==> src/rtl/and_bist_ora.sv <==
// ----------------------------------------------------------------------------
// and_bist_ora
//   Output response analyzer and sequencer for the AND-gate BIST loop.
//   Drives the pattern generator (seed load / advance), folds each CUT
//   response bit into a single-input signature register, and after
//   N_PATTERNS accepted responses compares the signature against GOLDEN.
//
// Ports
//   clk         in   rising-edge clock
//   rst         in   synchronous, active-high reset
//   start       in   begin a run (honoured in IDLE and DONE only)
//   resp_valid  in   resp_in carries a CUT response this cycle
//   resp_in     in   CUT (AND) output bit
//   tpg_init    out  load seed into pattern generator (decoded from state)
//   tpg_enable  out  advance pattern generator (decoded from state)
//   busy        out  run in progress (LOAD, RUN, CHECK)
//   done        out  run complete, pass/signature valid
//   pass        out  signature matched GOLDEN; valid while done=1
//   signature   out  current SISR contents
//   pat_count   out  responses accepted in this run
// ----------------------------------------------------------------------------
module and_bist_ora #(
    parameter int               SIG_W      = 4,
    parameter logic [SIG_W-1:0] POLY       = 'b0011,
    parameter int               N_PATTERNS = 4,
    parameter logic [SIG_W-1:0] GOLDEN     = 'h6,
    localparam int              CNT_W      = $clog2(N_PATTERNS + 1)
) (
    input  logic             clk,
    input  logic             rst,
    input  logic             start,
    input  logic             resp_valid,
    input  logic             resp_in,
    output logic             tpg_init,
    output logic             tpg_enable,
    output logic             busy,
    output logic             done,
    output logic             pass,
    output logic [SIG_W-1:0] signature,
    output logic [CNT_W-1:0] pat_count
);

    typedef enum logic [2:0] {
        S_IDLE  = 3'd0,
        S_LOAD  = 3'd1,
        S_RUN   = 3'd2,
        S_CHECK = 3'd3,
        S_DONE  = 3'd4
    } state_t;

    localparam logic [CNT_W-1:0] LAST_CNT = CNT_W'(N_PATTERNS - 1);

    state_t             r_state;
    state_t             w_next;
    logic               r_busy;
    logic               r_done;
    logic               r_pass;
    logic [SIG_W-1:0]   r_sig;
    logic [CNT_W-1:0]   r_cnt;
    logic               w_accept;
    logic               w_last;

    // One SISR step: shift left, feedback is MSB xor the incoming bit.
    function automatic logic [SIG_W-1:0] sisr_step(input logic [SIG_W-1:0] sig,
                                                   input logic             bit_in);
        logic fb;
        fb = sig[SIG_W-1] ^ bit_in;
        return {sig[SIG_W-2:0], 1'b0} ^ (fb ? POLY : '0);
    endfunction

    // A response is only consumed while running.
    assign w_accept = (r_state == S_RUN) && resp_valid;
    // The accepted response that brings the count to N_PATTERNS ends the run.
    assign w_last   = w_accept && (r_cnt == LAST_CNT);

    // State register
    always_ff @(posedge clk) begin
        if (rst) begin
            r_state <= S_IDLE;
        end else begin
            r_state <= w_next;
        end
    end

    // Next-state logic
    always_comb begin
        w_next = r_state;
        case (r_state)
            S_IDLE:  if (start) w_next = S_LOAD;
            S_LOAD:  w_next = S_RUN;
            S_RUN:   if (w_last) w_next = S_CHECK;
            S_CHECK: w_next = S_DONE;
            S_DONE:  if (start) w_next = S_LOAD;
            default: w_next = S_IDLE;
        endcase
    end

    // Decoded pattern-generator controls
    always_comb begin
        tpg_init   = (r_state == S_LOAD);
        tpg_enable = (r_state == S_RUN);
    end

    // Registered status, signature and count
    always_ff @(posedge clk) begin
        if (rst) begin
            r_busy <= 1'b0;
            r_done <= 1'b0;
            r_pass <= 1'b0;
            r_sig  <= '0;
            r_cnt  <= '0;
        end else begin
            case (r_state)
                S_IDLE, S_DONE: begin
                    // Accepting a new run drops the previous result at once so
                    // busy and done are never seen together.
                    if (start) begin
                        r_busy <= 1'b1;
                        r_done <= 1'b0;
                        r_pass <= 1'b0;
                    end
                end
                S_LOAD: begin
                    r_sig  <= '0;
                    r_cnt  <= '0;
                    r_done <= 1'b0;
                    r_pass <= 1'b0;
                end
                S_RUN: begin
                    if (w_accept) begin
                        r_sig <= sisr_step(r_sig, resp_in);
                        r_cnt <= r_cnt + 1'b1;
                    end
                end
                S_CHECK: begin
                    r_pass <= (r_sig == GOLDEN);
                    r_done <= 1'b1;
                    r_busy <= 1'b0;
                end
                default: ;
            endcase
        end
    end

    assign busy      = r_busy;
    assign done      = r_done;
    assign pass      = r_pass;
    assign signature = r_sig;
    assign pat_count = r_cnt;

endmodule

==> config.mk <==
export PLATFORM = sky130hd
export DESIGN_NAME = and_bist_ora
export DESIGN_NICKNAME = d
export VERILOG_FILES = /design/src/rtl/and_bist_ora.sv
export SDC_FILE = /design/constraint.sdc
export NUM_CORES = 1
export LEC_CHECK = 0
export ABC_AREA = 1
export CORE_MARGIN = 4
export CORE_UTILIZATION = 40
export DETAILED_ROUTE_END_ITERATION = 6
export PLACE_DENSITY = 0.67
export SLEW_MARGIN = 10
export SYNTH_ARGS = -nofsm -noshare
export SYNTH_HDL_FRONTEND = slang
export SYNTH_SLANG_ARGS = --single-unit
==> constraint.sdc <==
create_clock -name clk -period 1.5 [get_ports clk]
set_input_delay 0.15 -clock clk [delete_from_list [all_inputs] [get_ports clk]]
set_output_delay 0.15 -clock clk [all_outputs]
set_load 0.01 [all_outputs]
---- Word-level counts from Yosys, hierarchy flattened ----
Cells that the tools add are included.
word-level totals
  input bits .............................. 5
  register bits ........................... 13
  word-level logic and storage cells ...... 42
  output and inout bits ................... 12
operators by class
  bitwise operators ....................... 2
  add/subtract/negate cells ............... 1
  equal/unequal tests ..................... 9
  multiplexer cells ....................... 13
  reductions and logical operators ........ 11
operators with widths
  kind                                                  number
  one-hot mux 3 bit (4 select lines)                    1
  equality test 3 x 2 -> 1 bit (second input constant)  3
  2-to-1 mux 3 bit                                      3
  one-hot mux 4 bit (2 select lines)                    1
  AND reduction 2 bit                                   4
  != test 2 x 1 -> 1 bit (second input constant)        3
  one-hot mux 1 bit (3 select lines)                    2
  one-hot mux 3 bit (2 select lines)                    1
  equality test 4 x 3 -> 1 bit (second input constant)  1
  2-to-1 mux 4 bit                                      1
  nonzero test 2 bit                                    2
  XOR 4 x 2 -> 4 bit                                    1
  adder 3 x 1 -> 3 bit (second input constant)          1
  equality test 3 x 1 -> 1 bit (second input constant)  1
  equality test 3 bit (second input constant)           1
  zero test 3 bit                                       1
  nonzero test 3 bit                                    1
  logical AND 1 bit                                     2
  2-to-1 mux 1 bit                                      2
  2-to-1 mux 2 bit                                      1
  one-hot mux 1 bit (2 select lines)                    1
  OR reduction 2 bit                                    1
  XOR 1 bit                                             1

---- Logic depth before layout (Yosys ltp) ----
Gate-level depths: netlist of the first run.
  depth in word-level cells ............... 5
  depth in mapped cells ................... 7
  depth with buffers taken out ............ 7

---- Worst setup path before layout of the first run ----
Ideal clock, no wire load.
  kind .................................... register to register
  start point ............................. register r_cnt[0] (netlist: pat_count[0])
  end point ............................... register r_cnt[2] (netlist: pat_count[2])
  slack ................................... 0.360 ns
  stages on the path, launching flop included .. 6
  period minus slack after synthesis ...... 1.140 ns
  path buffers ............................ 0
  data required time ...................... 1.433 ns
  setup time .............................. 0.067 ns
  arrival time ............................ 1.073 ns
  cells stage by stage .................... dfxtp_1 ha_1 ha_1 nor2_1 nand2_2 a21oi_2
between the ends
  cells in the longest elaborated chain, start to end .. 3
ends and longest elaborated chain
  what                                RTL line  text
  from (decl)                         59        logic [CNT_W-1:0] r_cnt;
  from (signal assigned)              132       r_cnt <= r_cnt + 1'b1;
  adder 3 x 1 -> 3 bit                132
  2-to-1 mux 3 bit                    130       if (w_accept) begin
  one-hot mux 3 bit (2 select lines)  113       case (r_state)
No other way between the ends. The select of a mux whose other input is x is not followed.
A chain may end at the register's enable or synchronous reset.

---- Worst setup path after layout of the first run ----
  start point ............................. register r_sig[0] (netlist: signature[0])
  end point ............................... output signature[0]
RTL lines
  what                    RTL line  text
  from (decl)             58        logic [SIG_W-1:0] r_sig;
  from (signal assigned)  131       r_sig <= sisr_step(r_sig, resp_in);
  to (decl)               39        output logic [SIG_W-1:0] signature,
No word-level cell between the ends.

==> results of run 1 <==
metrics by stage:
stage               utilization [%]  instance area (sq um)  worst slack, ns
floorplan                         -                    667            0.360
global placement               55.4                    855            0.158
detailed placement             55.4                    855            0.158
CTS                            57.1                    880           0.0495
global route                   57.1                    881           0.0324
finish                         57.1                    881           0.0963
sequential cells by signal (all words and copies together), names as in the netlist:
register	flops
pat_count	3
r_state	3
pass	1
signature	4
busy	1
done	1
report_power, final:
part           internal [mW]  switching (mW)  leakage [nW]  total [mW]
Combinational          0.287           0.336         0.270       0.623
Clock                  0.103           0.119        0.0150       0.222
Sequential             0.429          0.0889         0.107       0.518
cell usage after synthesis, drive strengths merged:
cell,instances
a21oi,7
ha,2
nand2,25
o21ai,1
nor3,1
inv,13
buf,1
dfxtp,13
nand4,3
clkbuf,1
nand3,9
nand3b,2
nor2,15
kinds of logic after synthesis:
kind of cell    count (synthesis)  synth area share, %
buf+inv                        15                 9.57
fa+ha+maj                       2                 3.75
simple gates                   55                 40.5
flops                          13                 39.0
compound gates                  8                 7.13
cell type report:
| type | count | area (sq um) |
|---|---|---|
| Multi-Input combinational cell | 65 | 343 |
| Sequential cell | 13 | 263 |
| Tap cell | 16 | 20.0 |
| Inverter | 13 | 48.8 |
| Fill cell | 158 | 661 |
| Timing Repair Buffer | 19 | 180 |
| Clock buffer | 4 | 26.3 |
what timing repair did:
| action | CTS | global route |
|---|---|---|
| setup endpoints to repair | 2 | 1 |
| hold buffers | 0 | 0 |
| resized for setup | 3 | 1 |
per-layer routing:
layer  GRT usage [%]  routed length, microns  up-vias
met4            4.04                       9        0
met3            4.89                     101        2
li1                -                       -      335
met2            18.0                     667       25
met1            18.8                     636      285
met5               0                       0        -
worst paths after layout:
| path | start | end | slack [ns] |
|---|---|---|---|
| hold reg to reg | busy | busy | 0.47 |
| hold / removal | busy | busy | 0.47 |
| setup reg to reg | pat_count[0] | pat_count[2] | 0.31 |
| setup / recovery | signature[0] | signature[0] | 0.1 |
==> reports/qor.yml, run 1 <==
final-setup-viol-count: 0
detail-route-antenna-nets: 0
peakVddDrop_mv: 0.791
grt_pass1_wl_microns: 2550
drc_errors: 0
gp_congestion: 0.737
wl_microns: 1420
synth-seq-cells: 13
hold_ws_ns: 0.466
grt_max_degree: 12
vias: 647
maxCapViolCount: 0
place.port_buffers: 16
cts.clk_slew.worst_paths_ns: 0.08
clk_path_buf_depth: 2
synth_top_area_share_pct: 39.0
cts.sinks: 13
grt_pass1_vias: 583
viasPerCell: 4.98
hold_viol_final: 0
coreArea_sq_mm: 0.00154
grt_antenna_before_repair: 0
power_density_mw_per_mm2: 1550
min_period_over_period_pct: 93.6
hp-class: "register to register"
track_usage_pct: 13.1
syn_inst: 93
dieArea_sq_mm: 0.00238
holdPathStages: 2
synth_area_per_cell_sq_um: 7.17
worstMarginPinSlew_ns: 0.255
cts_setup_buffers: 0
crit_buf_inv: 1
instances_no_fill: 130
cp-end-kind: "primary output"
finalSetupTns_ns: 0
path_depth: 1
cp-start-kind: "register"
overflow: 0
netlist_area_sq_um: 667
cp_top_family: "buffers and inverters"
required_ns: 1.35
reg2regPathDepth: 5
fp-row-count: 14
drive_gt1_share_pct: 22.8
first_pass_iters: 4
mostFrequentLayoutCells: "nand2_1 (18), nor2_1 (14), clkdlybuf4s50_1 (14)"
synth_area_leader_cell: "dfxtp_1"
rsz0062_at_grt: "false"
ioPinCount: 17
slew_headroom_pct: 82.9
critPathMaxStageDelay_ns: 0.57
drt-initial-drc-count: 13
path_cells: "clkdlybuf4s50_1"
crit_slowest_cell: "clkdlybuf4s50_1"
fin_skew_ns: 0.00390
wl_per_cell_microns: 10.9
cts_root_buf: "clkbuf_4"
num_antenna_cells: 0
power_leakage_nw: 0.392
insertion_delay_ns: 0.28
outcome: "finished, final reports clean"
syn2layout_area_growth_pct: 32.1
initial_utilization_pct: 43.3
dp_cells: 126
die_y_microns: 48.8
die_w_microns: 48.8
synth_nets: 100
ys_seq_area_share_pct: 39.0
layout_commonest_cell: "nand2_1"
report.final.slew_viol_count: 0
power.total_mw: 1.36
fin_nets: 122
fmax_ghz: 0.712
cts_tree: "done"
cp_max_fo: 5
min_period_ns: 1.40
ys_warn_count: 0
htree_levels: 1
synth_area_leaders: "dfxtp_1 (39%), nand2_1 (10%), nor2_1 (7.9%)"
cp.arrival_ns: 1.25
path_class: "register to primary output"
hpwlAfterDp_microns: 1100
yosysUniqueCellTypes: 19
cts_made_buffers: 3
Power figures use the tool's default switching activity.
==> inputs of run 2 (changes only) <==
==> constraint.sdc (replaced) <==
create_clock -name clk -period 1.3 [get_ports clk]
set_input_delay 0.13 -clock clk [delete_from_list [all_inputs] [get_ports clk]]
set_output_delay 0.13 -clock clk [all_outputs]
set_load 0.01 [all_outputs]
==> run 2 against run 1 <==
  * Via count increased by 1.7%
  * Core utilization increased by 1.4 points
  * Critical path depth unchanged
  * Final cell count increased by 2.3%
  * Largest power group unchanged
  * Highest routed layer is now met3
==> reports/qor.yml, run 2 (synthesis gave the netlist of run 1 again) <==
outcome: "finished, final reports clean"
syn2layout_area_growth_pct: 35.3
r2r_end: "pat_count[2]"
seq_power_share_pct: 38.0
dieArea_sq_mm: 0.00238
p_sw_share_pct: 40.1
cts_root_buf: "clkbuf_4"
cts_made_buffers: 3
crit_buf_inv: 1
cp_max_fo: 2
coreArea_sq_mm: 0.00154
viasPerCell: 4.95
die_y_microns: 48.8
hp-class: "register to register"
die_w_microns: 48.8
gp_congestion: 0.845
fin_nets: 125
hold_buffers: 0
grt_pass1_vias: 566
report.final.slew_viol_count: 0
clock_power_share_pct: 16.3
grt_antenna_before_repair: 0
path_cells: "clkdlybuf4s50_1"
path_class: "register to primary output"
vias: 658
cts_tree: "done"
overflow: 0
wl_microns: 1430
crit_slowest_cell: "clkdlybuf4s50_1"
fin_skew_ns: 0.00236
wl_per_cell_microns: 10.8
rrSetupSlack_ns: 0.11
track_usage_pct: 12.6
drc_errors: 0
mostFrequentLayoutCells: "nand2_1 (18), nor2_1 (14), dfxtp_1 (10)"
power_leakage_nw: 0.469
final-setup-viol-count: 0
insertion_delay_ns: 0.28
power_switching_mw: 0.627
clk_path_buf_depth: 2
fp-row-count: 14
cp.arrival_ns: 1.14
grt_pass1_wl_microns: 2460
critPathCapture: "busy"
r2r-start: "pat_count[0]"
cts.sinks: 13
rsz0062_at_grt: "false"
grt_max_degree: 12
finalSetupTns_ns: 0
num_antenna_cells: 0
cp-start-kind: "register"
slew_headroom_pct: 83.3
min_period_ns: 1.27
required_ns: 1.17
internal_power_mw: 0.938
cp_top_family: "buffers and inverters"
ioPinCount: 17
largest_reg_flops: 4
fmax_ghz: 0.790
critPathLaunch: "busy"
drive_gt1_share_pct: 25.6
htree_levels: 1
hpwlAfterDp_microns: 1110
path_depth: 1
power.total_mw: 1.56
combinationalPowerShare_pct: 45.8
cts.clk_slew.worst_paths_ns: 0.08
cp-end-kind: "primary output"
maxCapViolCount: 0
initial_utilization_pct: 43.3
first_pass_iters: 4
power_density_mw_per_mm2: 1730
hold_viol_final: 0
detail-route-antenna-nets: 0
drt-initial-drc-count: 11
worstMarginPinSlew_ns: 0.249
peakVddDrop_mv: 1.06
place.port_buffers: 16
critPathMaxStageDelay_ns: 0.53
min_period_over_period_pct: 97.4
layout_commonest_cell: "nand2_1"
reg2regPathDepth: 5
run 2: changes by cell type in the layout (fill, tap and decap cells not counted):
cell / before / now
dfxtp_1: 11 / 10
clkdlybuf4s15_1: 0 / 1
clkdlybuf4s50_1: 14 / 5
dlygate4sd2_1: 2 / 8
dlymetal6s2s_1: 0 / 2
dfxtp_2: 2 / 3
buf_4: 3 / 6
run 2: metrics by stage:
stage / util, % / cells / worst slack [ns] / cell area, sq um / hold slack (ns)
after CTS: 58.1 / 133 / 0.00481 / 896 / 0.463
after global routing: 58.5 / 133 / 0.00712 / 902 / 0.477
after detailed placement: 56.9 / 129 / 0.00970 / 877 / 0.451
final: 58.5 / 133 / 0.0341 / 902 / 0.460
after floorplan: - / 93 / 0.160 / 667 / 0.319
after global placement: 56.9 / 129 / 0.0321 / 877 / 0.449
run 2: cell type report:
cell class              instances  area (sq um)
well taps                      16          20.0
clock buffers                   4          26.3
flip-flops and latches         13           264
inverters                      13          48.8
repair buffers                 22           200
multi-input cells              65           343
fillers                       159           639
run 2: layer usage:
layer  wire length, microns  global-route usage, %
met1                    703                   17.8
met2                    643                   18.0
met3                     84                   5.81
met4                      0                   1.35
met5                      0                      0
run 2: power by group through the flow:
| stage | registers, mW | logic, mW | clock network, mW |
|---|---|---|---|
| 2_1_floorplan | 0.614 | 0.451 | 0 |
| 3_3_place_gp | 0.598 | 0.771 | 0 |
| 3_5_place_dp | 0.598 | 0.772 | 0 |
| 4_1_cts | 0.595 | 0.722 | 0.265 |
| 5_1_grt | 0.613 | 0.806 | 0.274 |
| 6_report | 0.594 | 0.716 | 0.254 |
run 2: how the worst min path moves through the flow:
stage                       to  slack, ns  startpoint  cells after the start
after floorplan           busy       0.32       start                      2
after global placement    busy       0.45        busy                      2
after detailed placement  busy       0.45        busy                      2
after CTS                 busy       0.46        busy                      2
after global routing      busy       0.48        busy                      2
final                     busy       0.46        busy                      2
run 2: timing repair:
item                                    CTS  global route
endpoints found under the setup margin    9             3
buffers inserted                          0             0
cloned                                    0             0
resized for setup                        12             3
